## config.mk

```make
export PLATFORM = sky130hd
export DESIGN_NAME = ip_codma_bus_arbiter_flat
export DESIGN_NICKNAME = d
export VERILOG_FILES = /design/src/rtl/ip_codma_bus_arbiter_if.sv /design/src/rtl/ip_codma_bus_arbiter.sv /design/src/flat_wrapper.sv
export SDC_FILE = /design/constraint.sdc
export NUM_CORES = 1
export LEC_CHECK = 0
export ABC_AREA = 1
export ABC_CLOCK_PERIOD_IN_PS = 2640
export BUFFER_PORTS_ARGS = -buffer_cell sky130_fd_sc_hd__buf_4
export CORE_UTILIZATION = 55
export CTS_CLUSTER_SIZE = 28
export DETAILED_ROUTE_END_ITERATION = 10
export GPL_ROUTABILITY_DRIVEN = 0
export PLACE_DENSITY_LB_ADDON = 0.2
export SLEW_MARGIN = 20
export SYNTH_ARGS = -nofsm -noshare
export SYNTH_HDL_FRONTEND = slang
export SYNTH_SLANG_ARGS = --single-unit
```

## constraint.sdc

```tcl
create_clock -name clk_i -period 2.64 [get_ports clk_i]
set_input_delay 0.528 -clock clk_i [delete_from_list [all_inputs] [get_ports clk_i]]
set_output_delay 0.528 -clock clk_i [all_outputs]
set_load 0.02 [all_outputs]
```

## src/rtl/ip_codma_bus_arbiter_if.sv

```systemverilog
// rtl/ip_codma_bus_arbiter_if.sv - request/grant and system bus signals around the CODMA bus arbiter
interface ip_codma_bus_arbiter_if;
    logic       stop_i;
    logic       rd_req_i;
    logic [3:0] rd_size_i;
    logic       rd_grant_o;
    logic       rd_done_o;
    logic       wr_req_i;
    logic [3:0] wr_size_i;
    logic       wr_grant_o;
    logic       wr_done_o;
    logic       bus_req_o;
    logic       bus_write_o;
    logic [3:0] bus_size_o;
    logic       bus_grant_i;
    logic       bus_ack_i;
    logic       bus_error_i;
    logic [1:0] beat_count_o;
    logic       err_o;
    logic       timeout_o;

    // Arbiter side
    modport master (
        input  stop_i, rd_req_i, rd_size_i, wr_req_i, wr_size_i,
               bus_grant_i, bus_ack_i, bus_error_i,
        output rd_grant_o, rd_done_o, wr_grant_o, wr_done_o,
               bus_req_o, bus_write_o, bus_size_o, beat_count_o, err_o, timeout_o
    );

    // Read/write machines and bus side
    modport slave (
        output stop_i, rd_req_i, rd_size_i, wr_req_i, wr_size_i,
               bus_grant_i, bus_ack_i, bus_error_i,
        input  rd_grant_o, rd_done_o, wr_grant_o, wr_done_o,
               bus_req_o, bus_write_o, bus_size_o, beat_count_o, err_o, timeout_o
    );
endinterface

```

## src/rtl/ip_codma_bus_arbiter.sv

```systemverilog
// rtl/ip_codma_bus_arbiter.sv - round-robin owner of the single system bus master port
module ip_codma_bus_arbiter #(
    parameter int TIMEOUT_CYCLES = 255,
    parameter int TO_W           = 8
) (
    input  logic                    clk_i,
    input  logic                    reset_i,
    ip_codma_bus_arbiter_if.master  bus
);
    typedef enum logic [1:0] {ARB_IDLE, ARB_REQ, ARB_BUSY, ARB_DONE} arb_state_e;

    localparam logic            OWN_RD  = 1'b0;
    localparam logic            OWN_WR  = 1'b1;
    localparam logic [TO_W-1:0] TO_LAST = TO_W'(TIMEOUT_CYCLES - 1);

    arb_state_e      state_q, state_d;
    logic            owner_q, owner_d;
    logic            last_owner_q, last_owner_d;
    logic [3:0]      size_q, size_d;
    logic [1:0]      last_beat_q, last_beat_d;
    logic [1:0]      beat_q, beat_d;
    logic [TO_W-1:0] to_cnt_q, to_cnt_d;
    logic            err_q, err_d;
    logic            timeout_q, timeout_d;

    logic       sel_wr;
    logic [3:0] sel_size;
    logic       sel_legal;
    logic [1:0] sel_last;
    logic       owner_req;

    always_ff @(posedge clk_i or posedge reset_i) begin
        if (reset_i) begin
            state_q      <= ARB_IDLE;
            owner_q      <= OWN_RD;
            last_owner_q <= OWN_WR;
            size_q       <= '0;
            last_beat_q  <= '0;
            beat_q       <= '0;
            to_cnt_q     <= '0;
            err_q        <= 1'b0;
            timeout_q    <= 1'b0;
        end else begin
            state_q      <= state_d;
            owner_q      <= owner_d;
            last_owner_q <= last_owner_d;
            size_q       <= size_d;
            last_beat_q  <= last_beat_d;
            beat_q       <= beat_d;
            to_cnt_q     <= to_cnt_d;
            err_q        <= err_d;
            timeout_q    <= timeout_d;
        end
    end

    // On a tie the machine that did not own the bus last wins
    assign sel_wr    = bus.wr_req_i && (!bus.rd_req_i || (last_owner_q == OWN_RD));
    assign sel_size  = sel_wr ? bus.wr_size_i : bus.rd_size_i;
    assign owner_req = (owner_q == OWN_WR) ? bus.wr_req_i : bus.rd_req_i;

    // last_beat holds the index of the final beat: 1, 2 or 4 beats
    always_comb begin
        sel_legal = 1'b1;
        sel_last  = 2'd0;
        case (sel_size)
            4'd3:    sel_last = 2'd0;
            4'd8:    sel_last = 2'd1;
            4'd9:    sel_last = 2'd3;
            default: sel_legal = 1'b0;
        endcase
    end

    always_comb begin
        state_d      = state_q;
        owner_d      = owner_q;
        last_owner_d = last_owner_q;
        size_d       = size_q;
        last_beat_d  = last_beat_q;
        beat_d       = beat_q;
        to_cnt_d     = to_cnt_q;
        err_d        = 1'b0;
        timeout_d    = 1'b0;
        if (bus.stop_i) begin
            state_d  = ARB_IDLE;
            beat_d   = '0;
            to_cnt_d = '0;
        end else begin
            case (state_q)
                ARB_IDLE: begin
                    if (bus.rd_req_i || bus.wr_req_i) begin
                        owner_d     = sel_wr;
                        size_d      = sel_size;
                        last_beat_d = sel_last;
                        to_cnt_d    = '0;
                        if (sel_legal) begin
                            state_d = ARB_REQ;
                        end else begin
                            err_d        = 1'b1;
                            last_owner_d = sel_wr;
                        end
                    end
                end
                ARB_REQ: begin
                    if (bus.bus_error_i) begin
                        state_d      = ARB_IDLE;
                        err_d        = 1'b1;
                        last_owner_d = owner_q;
                        to_cnt_d     = '0;
                    end else if (!owner_req) begin
                        state_d  = ARB_IDLE;
                        to_cnt_d = '0;
                    end else if (bus.bus_grant_i) begin
                        state_d  = ARB_BUSY;
                        beat_d   = '0;
                        to_cnt_d = '0;
                    end else if (to_cnt_q == TO_LAST) begin
                        state_d      = ARB_IDLE;
                        err_d        = 1'b1;
                        timeout_d    = 1'b1;
                        last_owner_d = owner_q;
                        to_cnt_d     = '0;
                    end else begin
                        to_cnt_d = to_cnt_q + 1'b1;
                    end
                end
                ARB_BUSY: begin
                    if (bus.bus_error_i) begin
                        state_d      = ARB_IDLE;
                        err_d        = 1'b1;
                        last_owner_d = owner_q;
                        beat_d       = '0;
                    end else if (bus.bus_ack_i) begin
                        if (beat_q == last_beat_q) begin
                            state_d = ARB_DONE;
                            beat_d  = '0;
                        end else begin
                            beat_d = beat_q + 1'b1;
                        end
                    end
                end
                ARB_DONE: begin
                    state_d      = ARB_IDLE;
                    last_owner_d = owner_q;
                end
                default: state_d = ARB_IDLE;
            endcase
        end
    end

    logic active;
    assign active = (state_q == ARB_REQ) || (state_q == ARB_BUSY);

    assign bus.bus_req_o    = active;
    assign bus.bus_write_o  = active && (owner_q == OWN_WR);
    assign bus.bus_size_o   = active ? size_q : 4'd0;
    assign bus.rd_grant_o   = (state_q == ARB_BUSY) && (owner_q == OWN_RD);
    assign bus.wr_grant_o   = (state_q == ARB_BUSY) && (owner_q == OWN_WR);
    assign bus.rd_done_o    = (state_q == ARB_DONE) && (owner_q == OWN_RD);
    assign bus.wr_done_o    = (state_q == ARB_DONE) && (owner_q == OWN_WR);
    assign bus.beat_count_o = beat_q;
    assign bus.err_o        = err_q;
    assign bus.timeout_o    = timeout_q;
endmodule

```

## src/flat_wrapper.sv

```systemverilog
// flat-port wrapper written by rule: the top's interface ports become plain ports
module ip_codma_bus_arbiter_flat 
#(
    parameter int TIMEOUT_CYCLES = 255,
    parameter int TO_W           = 8
)
  (clk_i, reset_i, bus_stop_i, bus_rd_req_i, bus_rd_size_i, bus_wr_req_i, bus_wr_size_i, bus_bus_grant_i, bus_bus_ack_i, bus_bus_error_i, bus_rd_grant_o, bus_rd_done_o, bus_wr_grant_o, bus_wr_done_o, bus_bus_req_o, bus_bus_write_o, bus_bus_size_o, bus_beat_count_o, bus_err_o, bus_timeout_o);
  ip_codma_bus_arbiter_if bus_i ();
  input  logic clk_i;
  input  logic reset_i;
  input wire logic [$bits(bus_i.stop_i)-1:0] bus_stop_i;
  input wire logic [$bits(bus_i.rd_req_i)-1:0] bus_rd_req_i;
  input wire logic [$bits(bus_i.rd_size_i)-1:0] bus_rd_size_i;
  input wire logic [$bits(bus_i.wr_req_i)-1:0] bus_wr_req_i;
  input wire logic [$bits(bus_i.wr_size_i)-1:0] bus_wr_size_i;
  input wire logic [$bits(bus_i.bus_grant_i)-1:0] bus_bus_grant_i;
  input wire logic [$bits(bus_i.bus_ack_i)-1:0] bus_bus_ack_i;
  input wire logic [$bits(bus_i.bus_error_i)-1:0] bus_bus_error_i;
  output wire logic [$bits(bus_i.rd_grant_o)-1:0] bus_rd_grant_o;
  output wire logic [$bits(bus_i.rd_done_o)-1:0] bus_rd_done_o;
  output wire logic [$bits(bus_i.wr_grant_o)-1:0] bus_wr_grant_o;
  output wire logic [$bits(bus_i.wr_done_o)-1:0] bus_wr_done_o;
  output wire logic [$bits(bus_i.bus_req_o)-1:0] bus_bus_req_o;
  output wire logic [$bits(bus_i.bus_write_o)-1:0] bus_bus_write_o;
  output wire logic [$bits(bus_i.bus_size_o)-1:0] bus_bus_size_o;
  output wire logic [$bits(bus_i.beat_count_o)-1:0] bus_beat_count_o;
  output wire logic [$bits(bus_i.err_o)-1:0] bus_err_o;
  output wire logic [$bits(bus_i.timeout_o)-1:0] bus_timeout_o;
  assign bus_i.stop_i = bus_stop_i;
  assign bus_i.rd_req_i = bus_rd_req_i;
  assign bus_i.rd_size_i = bus_rd_size_i;
  assign bus_i.wr_req_i = bus_wr_req_i;
  assign bus_i.wr_size_i = bus_wr_size_i;
  assign bus_i.bus_grant_i = bus_bus_grant_i;
  assign bus_i.bus_ack_i = bus_bus_ack_i;
  assign bus_i.bus_error_i = bus_bus_error_i;
  assign bus_rd_grant_o = bus_i.rd_grant_o;
  assign bus_rd_done_o = bus_i.rd_done_o;
  assign bus_wr_grant_o = bus_i.wr_grant_o;
  assign bus_wr_done_o = bus_i.wr_done_o;
  assign bus_bus_req_o = bus_i.bus_req_o;
  assign bus_bus_write_o = bus_i.bus_write_o;
  assign bus_bus_size_o = bus_i.bus_size_o;
  assign bus_beat_count_o = bus_i.beat_count_o;
  assign bus_err_o = bus_i.err_o;
  assign bus_timeout_o = bus_i.timeout_o;
  ip_codma_bus_arbiter #(.TIMEOUT_CYCLES(TIMEOUT_CYCLES), .TO_W(TO_W)) u_core (.clk_i(clk_i), .reset_i(reset_i), .bus(bus_i));
endmodule
```

==> results.toml <==
[status]
status = "finished, final reports clean"

[placement]
io_buffers = 29
hpwl_um = 2530

[worst_setup_path]
reg2reg_from = "u_core.state_q[0]"
start_kind = "flip-flop"
crit_family = "flip-flops"
cp_num_buf_inv = 3
startpoint = "u_core.state_q[0]"
critPathArrivalTime_ns = 1.51
critPathKind = "reg -> out"
path_max_fanout = 6
path_cells = "inv_1 > ha_1 > nand2_1 > inv_1 > buf_4"
crit_path_end_kind = "primary output"
cp.required_ns = 2.11
slowest_delay_ns = 0.44
slowest_stage = "dfrtp_1"
crit_top_cell = "inv_1"

[synth]
syn_area_mm2 = 0.00154
synth_async_sr_flop_share_pct = 100
ys_seq_area_share_pct = 35.9
syn-num-nets = 225
ys_top_cells_by_area = "dfrtp_1 (34%), nand2_1 (11%), inv_1 (6.3%)"
synthCells = 202
synth_top_area_share_pct = 34.2
yosysMostFrequentCell = "nand2_1"
synthTopCellsByCount = "nand2_1 (47), inv_1 (26), dfrtp_1 (21), nor2_1 (17), nand3_1 (12)"
syn_avg_cell_area_um2 = 7.61
synth-edff-count = 0
post_synth_num_cell_types = 37
synth_area_leader_cell = "dfrtp_1"
yosysWarnings = 0
synth_seq_cells = 22
yosys_most_used_dff = "dfrtp_1"

[timing]
min_period_ns = 2.04
finalCritPeriodShare_pct = 77.4
tns_ns = 0
setup_viol = 0
slew_headroom_pct = 44.6
drv_slew = 0
max_freq_mhz = 490
finClkSkew_ns = 0.0120
rsz0062_at_grt = "no"
worstMarginPinSlew_ns = 0.829
hold_viol = 0

[final_layout]
finalCoreUtilization_pct = 71.2
diodes = 0
nets = 257
fill_cells = 197
syn2layout_area_growth_pct = 18.8
drive_gt1_share_pct = 27.5

[clock_tree]
cts_htree_levels = 1
cts.sink_count = 22
cts_root_buf = "clkbuf_4"
cts_inserted_buffers = 3
cts_tree = "built"
path_clk_slew_ns = 0.14
cts_resized = 0
postCtsSetupRepairBufs = 0
holdBufCountCts = 0
max-clock-path-buffers = 2
clkLatencyLatePin_ns = 0.31

[route]
drc = 0
drt-total-wl_um = 3140
wl_per_cell_um = 12.0
drt-initial-drc-count = 31
viasPerCell = 5.24
postRouteAntennaNets = 0
first_pass_iters = 4
dr_total_vias = 1378

[power]
p_leak_nw = 0.978
power_density_mw_per_mm2 = 722
p_total_mw = 1.32
max-vdd-ir-drop_v = 0.000653

[grt]
grt_max_degree = 23
grt_usage_pct = 23.3
grt_pass1_wl_um = 5040
grt_pass1_vias = 1188
antenna_found_initial = 0
grt-ovfl-total = 0

[die]
num_rows = 18
dieArea_mm2 = 0.00301
io_pins = 30
die_y_um = 54.9
core_area_mm2 = 0.00257
start_util_pct = 59.9
die_w_um = 54.9

[flow_run]
drv_cap = 0

[worst_hold_path]
hp-class = "in -> async"
==> routing by layer <==
| metal | vias up | track usage, % | part of all wire (%) |
|---|---|---|---|
| met5 | - | 0 | 0 |
| met1 | 631 | 30.5 | 46 |
| li1 | 711 | - | - |
| met2 | 32 | 40.6 | 49 |
| met3 | 4 | 2.50 | 4.2 |
| met4 | 0 | 5.56 | 0.92 |
==> sequential cells by signal, summed over array words and instances (netlist names) <==
signal / cells
u_core.owner_q: 1
u_core.bus.err_o: 1
u_core.last_owner_q: 1
u_core.last_beat_q: 2
u_core.state_q: 2
u_core.bus.timeout_o: 1
u_core.to_cnt_q: 8
u_core.bus.beat_count_o: 2
u_core.size_q: 4
==> kinds of logic after synthesis <==
logic type / Yosys count / share of synthesized area, %
compound gates: 28 / 11.3
buf+inv: 34 / 9.19
flops: 22 / 35.9
xor+xnor: 4 / 2.28
fa+ha+maj: 7 / 5.70
simple gates: 107 / 35.6
==> worst paths after layout <==
| check | slack [ns] | end | cells after the start |
|---|---|---|---|
| setup / recovery | 0.60 | bus_bus_size_o[2] | 5 |
| min in group clk_i | 0.46 | u_core.bus.beat_count_o[1] | 2 |
| max in group asynchronous | 1.75 | u_core.bus.beat_count_o[0] | 2 |
| setup reg to reg | 0.89 | u_core.bus.beat_count_o[1] | 9 |
| hold reg to reg | 0.48 | u_core.last_owner_q | 2 |
| hold / removal | 0.36 | u_core.size_q[1] | 2 |
==> power breakdown <==
| part | internal, mW | total [mW] | switching [mW] |
|---|---|---|---|
| Combinational | 0.217 | 0.589 | 0.372 |
| Sequential | 0.410 | 0.469 | 0.0585 |
| Clock | 0.153 | 0.260 | 0.107 |
==> layout make-up <==
type / count / area, um^2 / area share, %
clock buffers: 3 / 22.5 / 1.23
clock inverters: 1 / 30.0 / 1.64
inverters: 32 / 123 / 6.71
multi-input cells: 146 / 845 / 46.2
flip-flops and latches: 22 / 552 / 30.2
well taps: 30 / 37.5 / 2.05
repair buffers: 29 / 218 / 11.9
==> through the flow <==
stage                     cell area [um^2]  setup WS (ns)  hold WS [ns]  cells
after floorplan                       1540          0.982         0.448    202
after global routing                  1830          0.503         0.436    263
final                                 1830          0.598         0.363    263
after detailed placement              1770          0.945         0.465    259
after global placement                1770          0.981         0.463    259
after CTS                             1830          0.596         0.394    263
==> cells in the final DEF, fill, tap and decap left out, types with 5 or more instances in the layout <==
cell	netlist	routed
a21oi_1	8	8
o21ai_0	11	11
buf_4	1	29
nand2_1	47	47
nor2_1	17	17
nand2_2	7	7
nand3_1	12	12
ha_1	7	7
inv_2	5	5
inv_1	26	26
dfrtp_1	21	21
No activity file was read; power rests on OpenSTA's default activity.
